===== src/rtl/multi_timer_if.sv =====
// Control and status bundle for multi_timer: per-channel strobes, limits and
// packed count/flag outputs.
interface multi_timer_if #(
    parameter int N_CH  = 4,
    parameter int CNT_W = 16
);
    logic [N_CH-1:0]       i_Start;
    logic [N_CH-1:0]       i_Stop;
    logic [N_CH-1:0]       i_Clear;
    logic [N_CH-1:0]       i_Periodic;
    logic [N_CH*CNT_W-1:0] i_Limit;
    logic [N_CH*CNT_W-1:0] o_Count;
    logic [N_CH-1:0]       o_Busy;
    logic [N_CH-1:0]       o_Done;
    logic [N_CH-1:0]       o_DonePulse;
    logic                  o_Tick;

    modport master (
        output i_Start, i_Stop, i_Clear, i_Periodic, i_Limit,
        input  o_Count, o_Busy, o_Done, o_DonePulse, o_Tick
    );

    modport slave (
        input  i_Start, i_Stop, i_Clear, i_Periodic, i_Limit,
        output o_Count, o_Busy, o_Done, o_DonePulse, o_Tick
    );
endinterface


===== src/rtl/multi_timer.sv =====
// Multi-channel timeout timer on clk_50M: shared prescaler tick enable feeding
// N_CH independent one-shot/periodic channels.
module multi_timer_ch #(
    parameter int CNT_W = 16
) (
    input  logic             clk_50M,
    input  logic             i_Reset,
    input  logic             tick,
    input  logic             start,
    input  logic             stop,
    input  logic             clear,
    input  logic             periodic_in,
    input  logic [CNT_W-1:0] limit_in,
    output logic [CNT_W-1:0] count,
    output logic             busy,
    output logic             done,
    output logic             done_pulse
);
    localparam logic [1:0] S_IDLE    = 2'd0;
    localparam logic [1:0] S_RUN     = 2'd1;
    localparam logic [1:0] S_EXPIRED = 2'd2;

    logic [1:0]       state;
    logic [CNT_W-1:0] limit_q;
    logic             periodic_q;
    logic [CNT_W:0]   cnt_inc;

    // One extra bit so the compare at limit 2^CNT_W-1 cannot wrap.
    always_comb begin
        cnt_inc = {1'b0, count} + {{CNT_W{1'b0}}, 1'b1};
    end

    always_ff @(posedge clk_50M) begin
        if (i_Reset) begin
            state      <= S_IDLE;
            limit_q    <= '0;
            periodic_q <= 1'b0;
            count      <= '0;
            busy       <= 1'b0;
            done       <= 1'b0;
            done_pulse <= 1'b0;
        end else begin
            done_pulse <= 1'b0;
            if (clear) begin
                state <= S_IDLE;
                count <= '0;
                busy  <= 1'b0;
                done  <= 1'b0;
            end else if (stop) begin
                if (state == S_RUN) begin
                    state <= S_IDLE;
                    busy  <= 1'b0;
                end
            end else if (start) begin
                limit_q    <= limit_in;
                periodic_q <= periodic_in;
                count      <= '0;
                // A zero limit expires immediately instead of running.
                if (limit_in == '0) begin
                    state      <= S_EXPIRED;
                    busy       <= 1'b0;
                    done       <= 1'b1;
                    done_pulse <= 1'b1;
                end else begin
                    state <= S_RUN;
                    busy  <= 1'b1;
                    done  <= 1'b0;
                end
            end else if (tick && state == S_RUN) begin
                if (cnt_inc == {1'b0, limit_q}) begin
                    done_pulse <= 1'b1;
                    done       <= 1'b1;
                    if (periodic_q) begin
                        count <= '0;
                    end else begin
                        count <= limit_q;
                        state <= S_EXPIRED;
                        busy  <= 1'b0;
                    end
                end else begin
                    count <= cnt_inc[CNT_W-1:0];
                end
            end
        end
    end
endmodule

module multi_timer #(
    parameter int N_CH    = 4,
    parameter int CLK_HZ  = 50000000,
    parameter int TICK_HZ = 2000,
    parameter int CNT_W   = 16
) (
    input  logic          clk_50M,
    input  logic          i_Reset,
    multi_timer_if.slave  bus
);
    localparam int DIV = CLK_HZ / TICK_HZ;
    localparam int PW  = (DIV > 1) ? $clog2(DIV) : 1;

    generate
        if (DIV < 2) begin : g_bad_div
            $error("multi_timer: CLK_HZ/TICK_HZ must be at least 2");
        end
    endgenerate

    logic [PW-1:0]                presc;
    logic                         tick;
    logic [N_CH-1:0][CNT_W-1:0]   count_q;
    logic [N_CH-1:0]              busy_q;
    logic [N_CH-1:0]              done_q;
    logic [N_CH-1:0]              pulse_q;

    // Tick is registered one count early so it is high while presc == DIV-1.
    always_ff @(posedge clk_50M) begin
        if (i_Reset) begin
            presc <= '0;
            tick  <= 1'b0;
        end else begin
            presc <= (presc == PW'(DIV - 1)) ? '0 : presc + 1'b1;
            tick  <= (presc == PW'(DIV - 2));
        end
    end

    generate
        for (genvar k = 0; k < N_CH; k++) begin : g_ch
            multi_timer_ch #(.CNT_W(CNT_W)) u_ch (
                .clk_50M     (clk_50M),
                .i_Reset     (i_Reset),
                .tick        (tick),
                .start       (bus.i_Start[k]),
                .stop        (bus.i_Stop[k]),
                .clear       (bus.i_Clear[k]),
                .periodic_in (bus.i_Periodic[k]),
                .limit_in    (bus.i_Limit[k*CNT_W +: CNT_W]),
                .count       (count_q[k]),
                .busy        (busy_q[k]),
                .done        (done_q[k]),
                .done_pulse  (pulse_q[k])
            );
        end
    endgenerate

    assign bus.o_Count     = count_q;
    assign bus.o_Busy      = busy_q;
    assign bus.o_Done      = done_q;
    assign bus.o_DonePulse = pulse_q;
    assign bus.o_Tick      = tick;
endmodule


===== src/flat_wrapper.sv =====
// flat-port wrapper written by rule: the top's interface ports become plain ports
module multi_timer_flat 
#(
    parameter int N_CH    = 4,
    parameter int CLK_HZ  = 50000000,
    parameter int TICK_HZ = 2000,
    parameter int CNT_W   = 16
)
  (clk_50M, i_Reset, bus_i_Start, bus_i_Stop, bus_i_Clear, bus_i_Periodic, bus_i_Limit, bus_o_Count, bus_o_Busy, bus_o_Done, bus_o_DonePulse, bus_o_Tick);
  multi_timer_if #(.N_CH(N_CH), .CNT_W(CNT_W)) bus_i ();
  input  logic clk_50M;
  input  logic i_Reset;
  input wire logic [$bits(bus_i.i_Start)-1:0] bus_i_Start;
  input wire logic [$bits(bus_i.i_Stop)-1:0] bus_i_Stop;
  input wire logic [$bits(bus_i.i_Clear)-1:0] bus_i_Clear;
  input wire logic [$bits(bus_i.i_Periodic)-1:0] bus_i_Periodic;
  input wire logic [$bits(bus_i.i_Limit)-1:0] bus_i_Limit;
  output wire logic [$bits(bus_i.o_Count)-1:0] bus_o_Count;
  output wire logic [$bits(bus_i.o_Busy)-1:0] bus_o_Busy;
  output wire logic [$bits(bus_i.o_Done)-1:0] bus_o_Done;
  output wire logic [$bits(bus_i.o_DonePulse)-1:0] bus_o_DonePulse;
  output wire logic [$bits(bus_i.o_Tick)-1:0] bus_o_Tick;
  assign bus_i.i_Start = bus_i_Start;
  assign bus_i.i_Stop = bus_i_Stop;
  assign bus_i.i_Clear = bus_i_Clear;
  assign bus_i.i_Periodic = bus_i_Periodic;
  assign bus_i.i_Limit = bus_i_Limit;
  assign bus_o_Count = bus_i.o_Count;
  assign bus_o_Busy = bus_i.o_Busy;
  assign bus_o_Done = bus_i.o_Done;
  assign bus_o_DonePulse = bus_i.o_DonePulse;
  assign bus_o_Tick = bus_i.o_Tick;
  multi_timer #(.N_CH(N_CH), .CLK_HZ(CLK_HZ), .TICK_HZ(TICK_HZ), .CNT_W(CNT_W)) u_core (.clk_50M(clk_50M), .i_Reset(i_Reset), .bus(bus_i));
endmodule

===== config.mk =====
export PLATFORM = sky130hd
export DESIGN_NAME = multi_timer_flat
export DESIGN_NICKNAME = d
export VERILOG_FILES = /design/src/rtl/multi_timer_if.sv /design/src/rtl/multi_timer.sv /design/src/flat_wrapper.sv
export SDC_FILE = /design/constraint.sdc
export NUM_CORES = 1
export LEC_CHECK = 0
export ABC_AREA = 1
export BUFFER_PORTS_ARGS = -buffer_cell sky130_fd_sc_hd__buf_2
export CAP_MARGIN = 10
export CORE_ASPECT_RATIO = 1.2
export CORE_UTILIZATION = 50
export DETAILED_ROUTE_END_ITERATION = 7
export PLACE_DENSITY = 0.69
export SKIP_LAST_GASP = 1
export SLEW_MARGIN = 20
export SYNTH_ARGS = -nofsm -noshare
export SYNTH_HDL_FRONTEND = slang
export SYNTH_HIERARCHICAL = 1
export SYNTH_SLANG_ARGS = --single-unit

===== constraint.sdc =====
create_clock -name clk_50M -period 5.19 [get_ports clk_50M]
set_clock_uncertainty 0.2 [all_clocks]
set_input_delay 1.038 -clock clk_50M [delete_from_list [all_inputs] [get_ports clk_50M]]
set_output_delay 1.038 -clock clk_50M [all_outputs]
set_load 0.01 [all_outputs]

==> results.tsv <==
stage	metric	value	unit
timing	tns	0	ps
cells_and_area	fin_area	12350	um^2
run	maxCapViolations	0	
critical_path	critPathCaptureType	flip-flop	
timing	final-hold-violation-count	0	
status	run_status	finished clean	
cells_and_area	final_cell_mix	nand2_1, nand3_1, inv_1, nor2_1, dfxtp_1	
synth	synth_cell_types	34	
power_and_ir_drop	power_density	238.4	nW/um^2
clock_network	post-cts-setup-buffers	0	
power_and_ir_drop	leakage	0.005296	uW
global_routing	grt_overflow	0	
die	die_h	163.1	um
route	drt_wl_total	33150	um
timing	setup_viol	0	
die	dieArea	22210	um^2
timing	finalWorstSetupSlack	2204	ps
route	routed_via_density	5.450	
timing	finalCritPeriodShare	57.53	%
route	drc	0	
cells_and_area	nNetsFinal	1994	
critical_path	path_class	reg2reg	
synth	synth_cells	1775	
place	hpwl	24280	um
synth	synth_top_area_cell	dfxtp_1	
route	drt_pass1_iterations	6	
timing	slew-limit-headroom	40.06	%
global_routing	grt_usage	30.25	%
clock_network	cts_max_path_buffers	2	
critical_path	crit_fanout	15	
cells_and_area	area_growth	14.24	%
synth	ys_async_sr_fraction	0	%
synth	ys_seq_elements	164	
synth	yosysWarnings	6	
clock_network	cts_hold_buf	0	
die	io_pins	159	
clock_network	clock-root-buffer	clkbuf_16	
clock_network	cts_buffers	17	
synth	synth_seq_area_share	30.38	%
clock_network	cts_htree_levels	4	
timing	tightest_slew	898.1	ps
die	start_util	51.36	%
synth	syn_avg_cell_area	6.089	um^2
place	place_area	11730	um^2
synth	yosys-top-cells-area	dfxtp_1, nand2_1, nand3_1	
die	rows	58	
clock_network	ctsResizeCount	0	
die	die_w	136.2	um
synth	synth-edff-count	0	
timing	fmax	334.9	MHz
critical_path	cp.arrival	3070	ps
route	wl_per_cell	15.14	um
cells_and_area	drive_above_1_share	14.90	%
synth	synth_top_area_share	30.38	%
die	coreArea	21050	um^2
timing	layout_min_cycle_time	2986	ps
synth	syn_nets	1863	
cells_and_area	layoutNonFillerInstCount	2189	
place	place_inst	2157	
global_routing	antenna_found_initial	0	
global_routing	grt_pass1_vias	11018	
power_and_ir_drop	ir_drop	0.0002284	V
place	post-place-ws	1943	ps
route	postRouteAntennaNets	0	
timing	drv_slew	0	
global_routing	grt_pass1_wl	53520	um
cells_and_area	diodes	0	
clock_network	clk_pin_slew	60	ps
place	gp_congestion	0.9305	
global_routing	grt_start_max_net_pins	31	
timing	whs	241.4	ps
critical_path	required	5280	ps
clock_network	cts_tree	yes	
critical_path	critPathLaunchType	flip-flop	
worst_hold_path	hp-class	reg2reg	
cells_and_area	final_common_cell	nand2_1	
route	drt_iter0_markers	1019	
synth	synth_ff_type	dfxtp_1	
clock_network	cts_num_sinks	164	
route	routed-via-count	11931	
synth	netlist_area	10810	um^2
place	port_buffers	158	
clock_network	clk_latency	440	ps
timing	rsz0062_at_grt	false	
## per-stage QoR
step	utilization (%)	total power (uW)
after floorplan	-	1536
after CTS	58.64	2960
after global routing	58.67	3053
final	58.67	2944
after global placement	55.71	1635
after detailed placement	55.74	1639
## Yosys cell counts, types with 6 or more instances
library cell	instances
nand2_1	638
nand3_1	197
inv_1	171
nor2_1	167
dfxtp_1	164
a21oi_1	90
nand4_1	54
a211oi_1	52
clkbuf_1	32
nand2_2	24
nor2_4	22
nand3b_1	21
nor4_1	17
nor3_1	16
nor2_2	15
o21ai_0	12
a21oi_2	10
buf_2	8
xnor2_1	7
ha_1	6
## registers in the layout (all words and copies together) (netlist names)
register                     cells
u_core/bus.o_Tick                1
u_core/g_ch.u_ch/count          64
u_core/g_ch.u_ch/done            4
u_core/g_ch.u_ch/periodic_q      4
u_core/presc                    15
u_core/g_ch.u_ch/done_pulse      4
u_core/g_ch.u_ch/state           8
u_core/g_ch.u_ch/limit_q        64
## routing by layer
metal | track usage, % | vias to the layer above | routed length (um)
li1 | - | 6060 | -
met2 | 51.32 | 377 | 15690
met1 | 38.24 | 5419 | 14750
met5 | 0 | - | 0
met3 | 4.035 | 75 | 1714
met4 | 12.42 | 0 | 984
## worst max-delay path: stages, from the launching register on
cell and delay (ps):
dfxtp_1 500, ha_1 250, nand2_1 140, nor2_4 200, nand2_2 80, nor2_1 210, or2_2 170, nand2_1 60
nand2_1 80, nand2_1 60, nor2_1 80, nand3_1 130, nor2_4 410, nand2_1 100, nand3_1 110, a21oi_1 70
## cell type report
cell class | count | area (um^2)
clock inverter | 12 | 153.9
clock buffer | 20 | 456.7
tap | 270 | 337.8
inverter | 176 | 660.6
sequential | 164 | 3283
multi-input combinational | 1385 | 6634
fill | 2145 | 8698
timing repair buffer | 162 | 820.8
## logic make-up after synthesis
family                   count (synthesis)  share of synthesized area, %
flip-flops                             164                         30.38
AND/OR/NAND/NOR                       1186                         49.18
adder cells (fa/ha/maj)                  6                        0.6946
AO/OA/AOI/OAI                          181                         10.28
XOR/XNOR                                12                        0.9724
buffers and inverters                  226                         8.497
## where the power goes
group	switching [uW]	leakage, uW	internal (uW)
combinational	204	0.00367	96.7
clock	544	0.000292	783
sequential	26.7	0.00133	1290
total	775	0.00530	2170
## path summary, 6_finish.rpt
path	start	endpoint	slack, ps	cells past startpoint
worst max-delay path	u_core/g_ch[1].u_ch/count[0]	u_core/g_ch[1].u_ch/count[15]	2200	15
worst min-delay path	u_core/g_ch[2].u_ch/done	u_core/g_ch[2].u_ch/done	240	2
worst max register to register	u_core/g_ch[1].u_ch/count[0]	u_core/g_ch[1].u_ch/count[15]	2200	15
worst min register to register	u_core/g_ch[2].u_ch/done	u_core/g_ch[2].u_ch/done	240	2
Power figures use the tool's default switching activity.
